$ cat config.mk
export PLATFORM = sky130hd
export DESIGN_NAME = axis_bitop_stage
export DESIGN_NICKNAME = d
export VERILOG_FILES = /design/src/rtl/axis_bitop_stage.sv
export SDC_FILE = /design/constraint.sdc
export NUM_CORES = 2
export LEC_CHECK = 0
export CORE_AREA = 2 2 504 506
export CTS_BUF_LIST = sky130_fd_sc_hd__clkbuf_8
export DETAILED_ROUTE_END_ITERATION = 6
export DIE_AREA = 0 0 506 508
export GPL_ROUTABILITY_DRIVEN = 0
export SLEW_MARGIN = 20
export SYNTH_ARGS = -nofsm -noshare
export SYNTH_HDL_FRONTEND = slang
export SYNTH_SLANG_ARGS = --single-unit
$ cat constraint.sdc
create_clock -name clk -period 30.9 [get_ports clk]
set_input_delay 3.09 -clock clk [delete_from_list [all_inputs] [get_ports clk]]
set_output_delay 3.09 -clock clk [all_outputs]
set_load 0.005 [all_outputs]
$ cat src/rtl/axis_bitop_stage.sv
// axis_bitop_stage: per-packet bitwise transform (pass / NOT / XOR key /
// XNOR key) between the host receive and send streams, with a main
// register plus one skid entry, tkeep byte zeroing and send-side counters.
module axis_bitop_stage #(
  parameter int DATA_BITS = 512,
  parameter int KEY_BITS  = 64,
  parameter int ID_BITS   = 6,
  parameter int CNT_BITS  = 32
) (
  input  logic                   clk,
  input  logic                   rst_n,
  input  logic [DATA_BITS-1:0]   axis_host_recv_tdata,
  input  logic [DATA_BITS/8-1:0] axis_host_recv_tkeep,
  input  logic [ID_BITS-1:0]     axis_host_recv_tid,
  input  logic                   axis_host_recv_tlast,
  input  logic                   axis_host_recv_tvalid,
  output logic                   axis_host_recv_tready,
  output logic [DATA_BITS-1:0]   axis_host_send_tdata,
  output logic [DATA_BITS/8-1:0] axis_host_send_tkeep,
  output logic [ID_BITS-1:0]     axis_host_send_tid,
  output logic                   axis_host_send_tlast,
  output logic                   axis_host_send_tvalid,
  input  logic                   axis_host_send_tready,
  input  logic [1:0]             cfg_mode,
  input  logic [KEY_BITS-1:0]    cfg_key,
  input  logic                   clr_stats,
  output logic [CNT_BITS-1:0]    pkt_cnt,
  output logic [CNT_BITS-1:0]    beat_cnt
);

  localparam int KEEP_BITS = DATA_BITS / 8;
  localparam int REPS      = DATA_BITS / KEY_BITS;

  typedef struct packed {
    logic [DATA_BITS-1:0] data;
    logic [KEEP_BITS-1:0] keep;
    logic [ID_BITS-1:0]   id;
    logic                 last;
  } beat_t;

  beat_t                main_q, main_next, skid_q, skid_next, in_beat;
  logic                 main_vld, main_vld_next, skid_vld, skid_vld_next;
  logic                 rdy_q, in_pkt;
  logic [1:0]           mode_q, mode_eff;
  logic [KEY_BITS-1:0]  key_q, key_eff;
  logic [DATA_BITS-1:0] key_rep, xf_data;
  logic                 acc, emit;

  assign acc  = axis_host_recv_tvalid & rdy_q;
  assign emit = main_vld & axis_host_send_tready;

  assign axis_host_recv_tready = rdy_q;
  assign axis_host_send_tvalid = main_vld;
  assign axis_host_send_tdata  = main_q.data;
  assign axis_host_send_tkeep  = main_q.keep;
  assign axis_host_send_tid    = main_q.id;
  assign axis_host_send_tlast  = main_q.last;

  // Transform the incoming beat; the first beat of a packet bypasses the
  // latched config so it already sees the new mode/key.
  always_comb begin
    mode_eff = in_pkt ? mode_q : cfg_mode;
    key_eff  = in_pkt ? key_q  : cfg_key;
    key_rep  = {REPS{key_eff}};
    case (mode_eff)
      2'd0:    xf_data = axis_host_recv_tdata;
      2'd1:    xf_data = ~axis_host_recv_tdata;
      2'd2:    xf_data = axis_host_recv_tdata ^ key_rep;
      default: xf_data = ~(axis_host_recv_tdata ^ key_rep);
    endcase
    for (int i = 0; i < KEEP_BITS; i++) begin
      if (!axis_host_recv_tkeep[i]) xf_data[8*i +: 8] = 8'h00;
    end
    in_beat.data = xf_data;
    in_beat.keep = axis_host_recv_tkeep;
    in_beat.id   = axis_host_recv_tid;
    in_beat.last = axis_host_recv_tlast;
  end

  // Main/skid next state: main refills from skid first, then from input;
  // input only goes to skid when main is full and not emitting.
  always_comb begin
    main_next     = main_q;
    skid_next     = skid_q;
    main_vld_next = main_vld;
    skid_vld_next = skid_vld;
    if (emit || !main_vld) begin
      if (skid_vld) begin
        main_next     = skid_q;
        main_vld_next = 1'b1;
        skid_vld_next = 1'b0;
      end else if (acc) begin
        main_next     = in_beat;
        main_vld_next = 1'b1;
      end else begin
        main_vld_next = 1'b0;
      end
    end else if (acc) begin
      skid_next     = in_beat;
      skid_vld_next = 1'b1;
    end
  end

  // Valid flags and registered ready; ready follows the skid occupancy.
  always_ff @(posedge clk or negedge rst_n) begin
    if (!rst_n) begin
      main_vld <= 1'b0;
      skid_vld <= 1'b0;
      rdy_q    <= 1'b0;
    end else begin
      main_vld <= main_vld_next;
      skid_vld <= skid_vld_next;
      rdy_q    <= ~skid_vld_next;
    end
  end

  // Beat payload registers need no reset; validity is tracked separately.
  always_ff @(posedge clk) begin
    main_q <= main_next;
    skid_q <= skid_next;
  end

  // Packet tracking and per-packet config latch on the first accepted beat.
  always_ff @(posedge clk or negedge rst_n) begin
    if (!rst_n) begin
      in_pkt <= 1'b0;
      mode_q <= 2'd0;
      key_q  <= '0;
    end else if (acc) begin
      in_pkt <= ~axis_host_recv_tlast;
      if (!in_pkt) begin
        mode_q <= cfg_mode;
        key_q  <= cfg_key;
      end
    end
  end

  // Send-side statistics; clear wins over a same-cycle increment.
  always_ff @(posedge clk or negedge rst_n) begin
    if (!rst_n) begin
      pkt_cnt  <= '0;
      beat_cnt <= '0;
    end else if (clr_stats) begin
      pkt_cnt  <= '0;
      beat_cnt <= '0;
    end else if (emit) begin
      beat_cnt <= beat_cnt + 1'b1;
      if (main_q.last) pkt_cnt <= pkt_cnt + 1'b1;
    end
  end

endmodule
==> results.py <==
metrics = {
    "clock_tree": {
        "cts_tree": "yes",
        "ctsResizeCount": 0,
        "cts_max_level": 4,
        "worstSkewPairLatency_ns": 1.02,
        "post_cts_buffers": 0,
        "clk_pin_slew_ns": 0.06,
        "root_buffer": "clkbuf_8",
        "cts_hold_buf": 0,
        "clock-sinks": 1300,
        "cts_made_buffers": 240,
        "clock_path_buffers": 3,
    },
    "timing": {
        "max_freq_mhz": 126,
        "period_minus_slack_ns": 7.91,
        "setup_tns_ns": 0,
        "final_max_slew_viol_count": 0,
        "rsz0062_at_grt": "no",
        "setup_violations": 0,
        "fin_crit_sh_pct": 25.6,
        "final_hold_viol_count": 0,
        "relSlewSlack_pct": 19.8,
        "worstMarginPinSlew_ns": 1.20,
        "final.setup_skew_ns": 0.0854,
    },
    "place": {
        "placed_area_um2": 82200,
        "hpwlAfterDp_um": 208000,
        "placed_cells": 8815,
        "io_buffers": 1302,
    },
    "floorplanning": {
        "core_area_um2": 252000,
        "pin_count": 1303,
        "die_area_um2": 257000,
        "start_util_pct": 25.8,
        "fp.dieW_um": 506,
        "die_h_um": 508,
        "row_count": 185,
    },
    "worst_setup_path": {
        "startpoint_type": "primary input",
        "worstRegToRegCells": 8,
        "crit_path_start": "cfg_mode[0]",
        "critical_path_class": "in2reg",
        "reg2reg_slack_ns": 24.27,
        "endpoint_kind": "flip-flop",
        "worstPathMaxFanout": 51,
        "critPathCapture": "axis_host_send_tdata[297]",
        "arrival_ns": 8.60,
        "reg2reg_to": "axis_host_send_tdata[297]",
        "required_ns": 31.60,
        "r2r_start": "in_pkt",
    },
    "logic_synthesis": {
        "ys_seq_area_share_pct": 58.9,
        "ys_warn_count": 0,
        "synth_nets": 4989,
        "synth_area_per_cell_um2": 15.0,
        "yosysUniqueCellTypes": 45,
        "yosys_register_bits": 1300,
        "synthCells": 4333,
        "syn_area_um2": 65200,
    },
    "layout": {
        "nets": 6348,
        "fin_cells": 9311,
        "area_growth_pct": 33.6,
        "layout-drive-gt1-share_pct": 14.8,
        "finish.utilization_pct": 34.5,
        "finalInstanceArea_um2": 87100,
    },
    "run_status": {
        "status": "complete, no violations",
    },
    "power_and_ir_drop": {
        "seqPwrFrac_pct": 40.7,
        "vdd_drop_max_v": 0.0000465,
        "power_leakage_nw": 34.5,
        "swShare_pct": 30.5,
        "power.internal_mw": 3.98,
        "cellPowerDensity_nw_per_um2": 65.9,
        "switchingPower_mw": 1.75,
        "pwr-share-clk_pct": 29.2,
        "combPwrFrac_pct": 30.2,
    },
    "global_route": {
        "grt-ovfl-total": 0,
        "grt_max_degree": 163,
        "grt_usage_pct": 21.1,
        "antenna_found_initial": 108,
        "grt_pass1_vias": 43200,
        "grt_pass1_wl_um": 373000,
    },
    "drt": {
        "via_per_inst": 4.71,
        "drtIter0Drc": 4271,
        "drt_first_pass_iters": 6,
        "avgRoutedWirePerCell_um": 30.2,
        "drc_errors": 0,
        "wl_um": 282000,
        "via_count": 43900,
        "detail-route-antenna-nets": 0,
    },
    "run": {
        "drv_cap": 0,
    },
    "hold_path": {
        "hold_class": "reg2reg",
    },
}
## layout by cell type, fill, tap and decap left out, types with 45 or more instances in the layout
| cell | instances |
|---|---|
| a31o_2 | 297 |
| mux2_2 | 76 |
| o21ai_0 | 77 |
| clkdlybuf4s50_1 | 1295 |
| o31ai_1 | 242 |
| and2_1 | 596 |
| dfrtp_1 | 132 |
| clkbuf_8 | 254 |
| inv_1 | 147 |
| buf_4 | 98 |
| edfxtp_1 | 1166 |
| clkinv_1 | 67 |
| nor2_1 | 239 |
| nand2_1 | 313 |
| xnor3_1 | 512 |
| diode_2 | 45 |
## worst max-delay path, stage by stage
cell	delay, ns
clkdlybuf4s50_1	0.46
mux2i_4	0.16
buf_4	0.60
buf_4	0.72
buf_4	0.84
buf_4	0.73
buf_4	0.90
xnor3_1	0.49
a31o_2	0.25
## cell usage after synthesis
master / n / area [um^2]
edfxtp_1: 1166 / 35000
and2_1: 597 / 3730
xnor3_1: 512 / 11500
nand2_1: 313 / 1170
a31o_2: 297 / 2600
nor2_1: 250 / 938
o31ai_1: 242 / 1820
clkbuf_1: 208 / 781
dfrtp_1: 134 / 3350
o21ai_0: 77 / 385
mux2_2: 76 / 856
inv_1: 73 / 274
buf_2: 70 / 350
a21oi_1: 41 / 205
mux2i_1: 39 / 390
or4_1: 31 / 233
nor2_2: 28 / 175
nand3_1: 26 / 130
a22oi_2: 25 / 313
nand4_1: 20 / 125
or3_1: 16 / 100
nor4_1: 11 / 68.8
buf_4: 10 / 75.1
xor2_1: 10 / 87.6
and4_1: 9 / 78.8
xnor2_1: 8 / 70.1
nor2b_1: 7 / 43.8
and3_1: 5 / 31.3
nor3_1: 5 / 25.0
buf_1: 4 / 15.0
nand4b_1: 3 / 26.3
or2_2: 3 / 18.8
a22oi_1: 2 / 15.0
ha_1: 2 / 25.0
nand2b_1: 2 / 12.5
o41ai_1: 2 / 17.5
a31oi_1: 1 / 6.26
inv_2: 1 / 3.75
nand3b_1: 1 / 7.51
nor4b_1: 1 / 8.76
o2111ai_1: 1 / 8.76
o21a_1: 1 / 7.51
o21ai_1: 1 / 5.00
o21ba_2: 1 / 10.0
or3b_2: 1 / 8.76
## metal layers
| metal | global-route usage [%] | routed length [um] | vias up |
|---|---|---|---|
| met4 | 10.2 | 13600 | 64 |
| met1 | 25.3 | 109000 | 22100 |
| li1 | - | - | 19000 |
| met3 | 8.03 | 29100 | 505 |
| met2 | 33.4 | 130000 | 2165 |
| met5 | 0 | 419 | - |
## power by group through the flow
stage	Clock (mW)	Sequential (mW)	Combinational, mW
after CTS	1.73	2.33	1.75
after global routing	1.79	2.35	1.84
after global placement	0	2.36	1.72
final	1.67	2.33	1.73
after floorplan	0	2.47	0.945
after detailed placement	0	2.36	1.74
## state kept, by name, indices dropped and copies added (netlist names)
register	count
axis_host_recv_tready	1
axis_host_send_tdata	512
axis_host_send_tid	6
axis_host_send_tkeep	64
axis_host_send_tlast	1
axis_host_send_tvalid	1
beat_cnt	32
in_pkt	1
key_q	64
mode_q	2
pkt_cnt	32
skid_q	583
skid_vld	1
## kinds of logic after synthesis
| logic type | Yosys count | synth area share [%] |
|---|---|---|
| and+or+nand+nor | 1329 | 10.7 |
| AOI/OAI and AO/OA | 691 | 8.27 |
| muxes | 115 | 1.91 |
| buffers and inverters | 366 | 2.30 |
| xor gates and xnor gates | 530 | 17.9 |
| adders and majority gates | 2 | 0.0384 |
| DFF | 1300 | 58.9 |
## worst min path at each step
stage / cells after the start / slack (ns) / to / start
3_5_place_dp: 1 / 0.49 / key_q[9] / key_q[9]
2_1_floorplan: 2 / 0.45 / mode_q[0] / mode_q[0]
3_3_place_gp: 1 / 0.49 / key_q[33] / key_q[33]
5_1_grt: 1 / 0.51 / key_q[13] / key_q[13]
4_1_cts: 1 / 0.50 / axis_host_send_tlast / skid_q[0]
6_report: 1 / 0.50 / key_q[1] / key_q[1]
## cell type report
type / instances / area [um^2]
Antenna cell: 45 / 113
Clock buffer: 254 / 3500
Clock inverter: 196 / 1220
Fill cell: 24500 / 165000
Inverter: 74 / 285
Multi-Input combinational cell: 2667 / 25500
Sequential cell: 1300 / 38400
Tap cell: 3366 / 4210
Timing Repair Buffer: 1409 / 13900
## stage by stage
stage / setup slack [ns] / hold slack, ns / power [mW]
6_report: 22.99 / 0.503 / 5.73
4_1_cts: 23.19 / 0.498 / 5.81
3_3_place_gp: 22.11 / 0.487 / 4.08
5_1_grt: 22.96 / 0.513 / 5.98
2_1_floorplan: 1.79 / 0.450 / 3.42
3_5_place_dp: 22.07 / 0.494 / 4.11
Power figures use the tool's default switching activity.
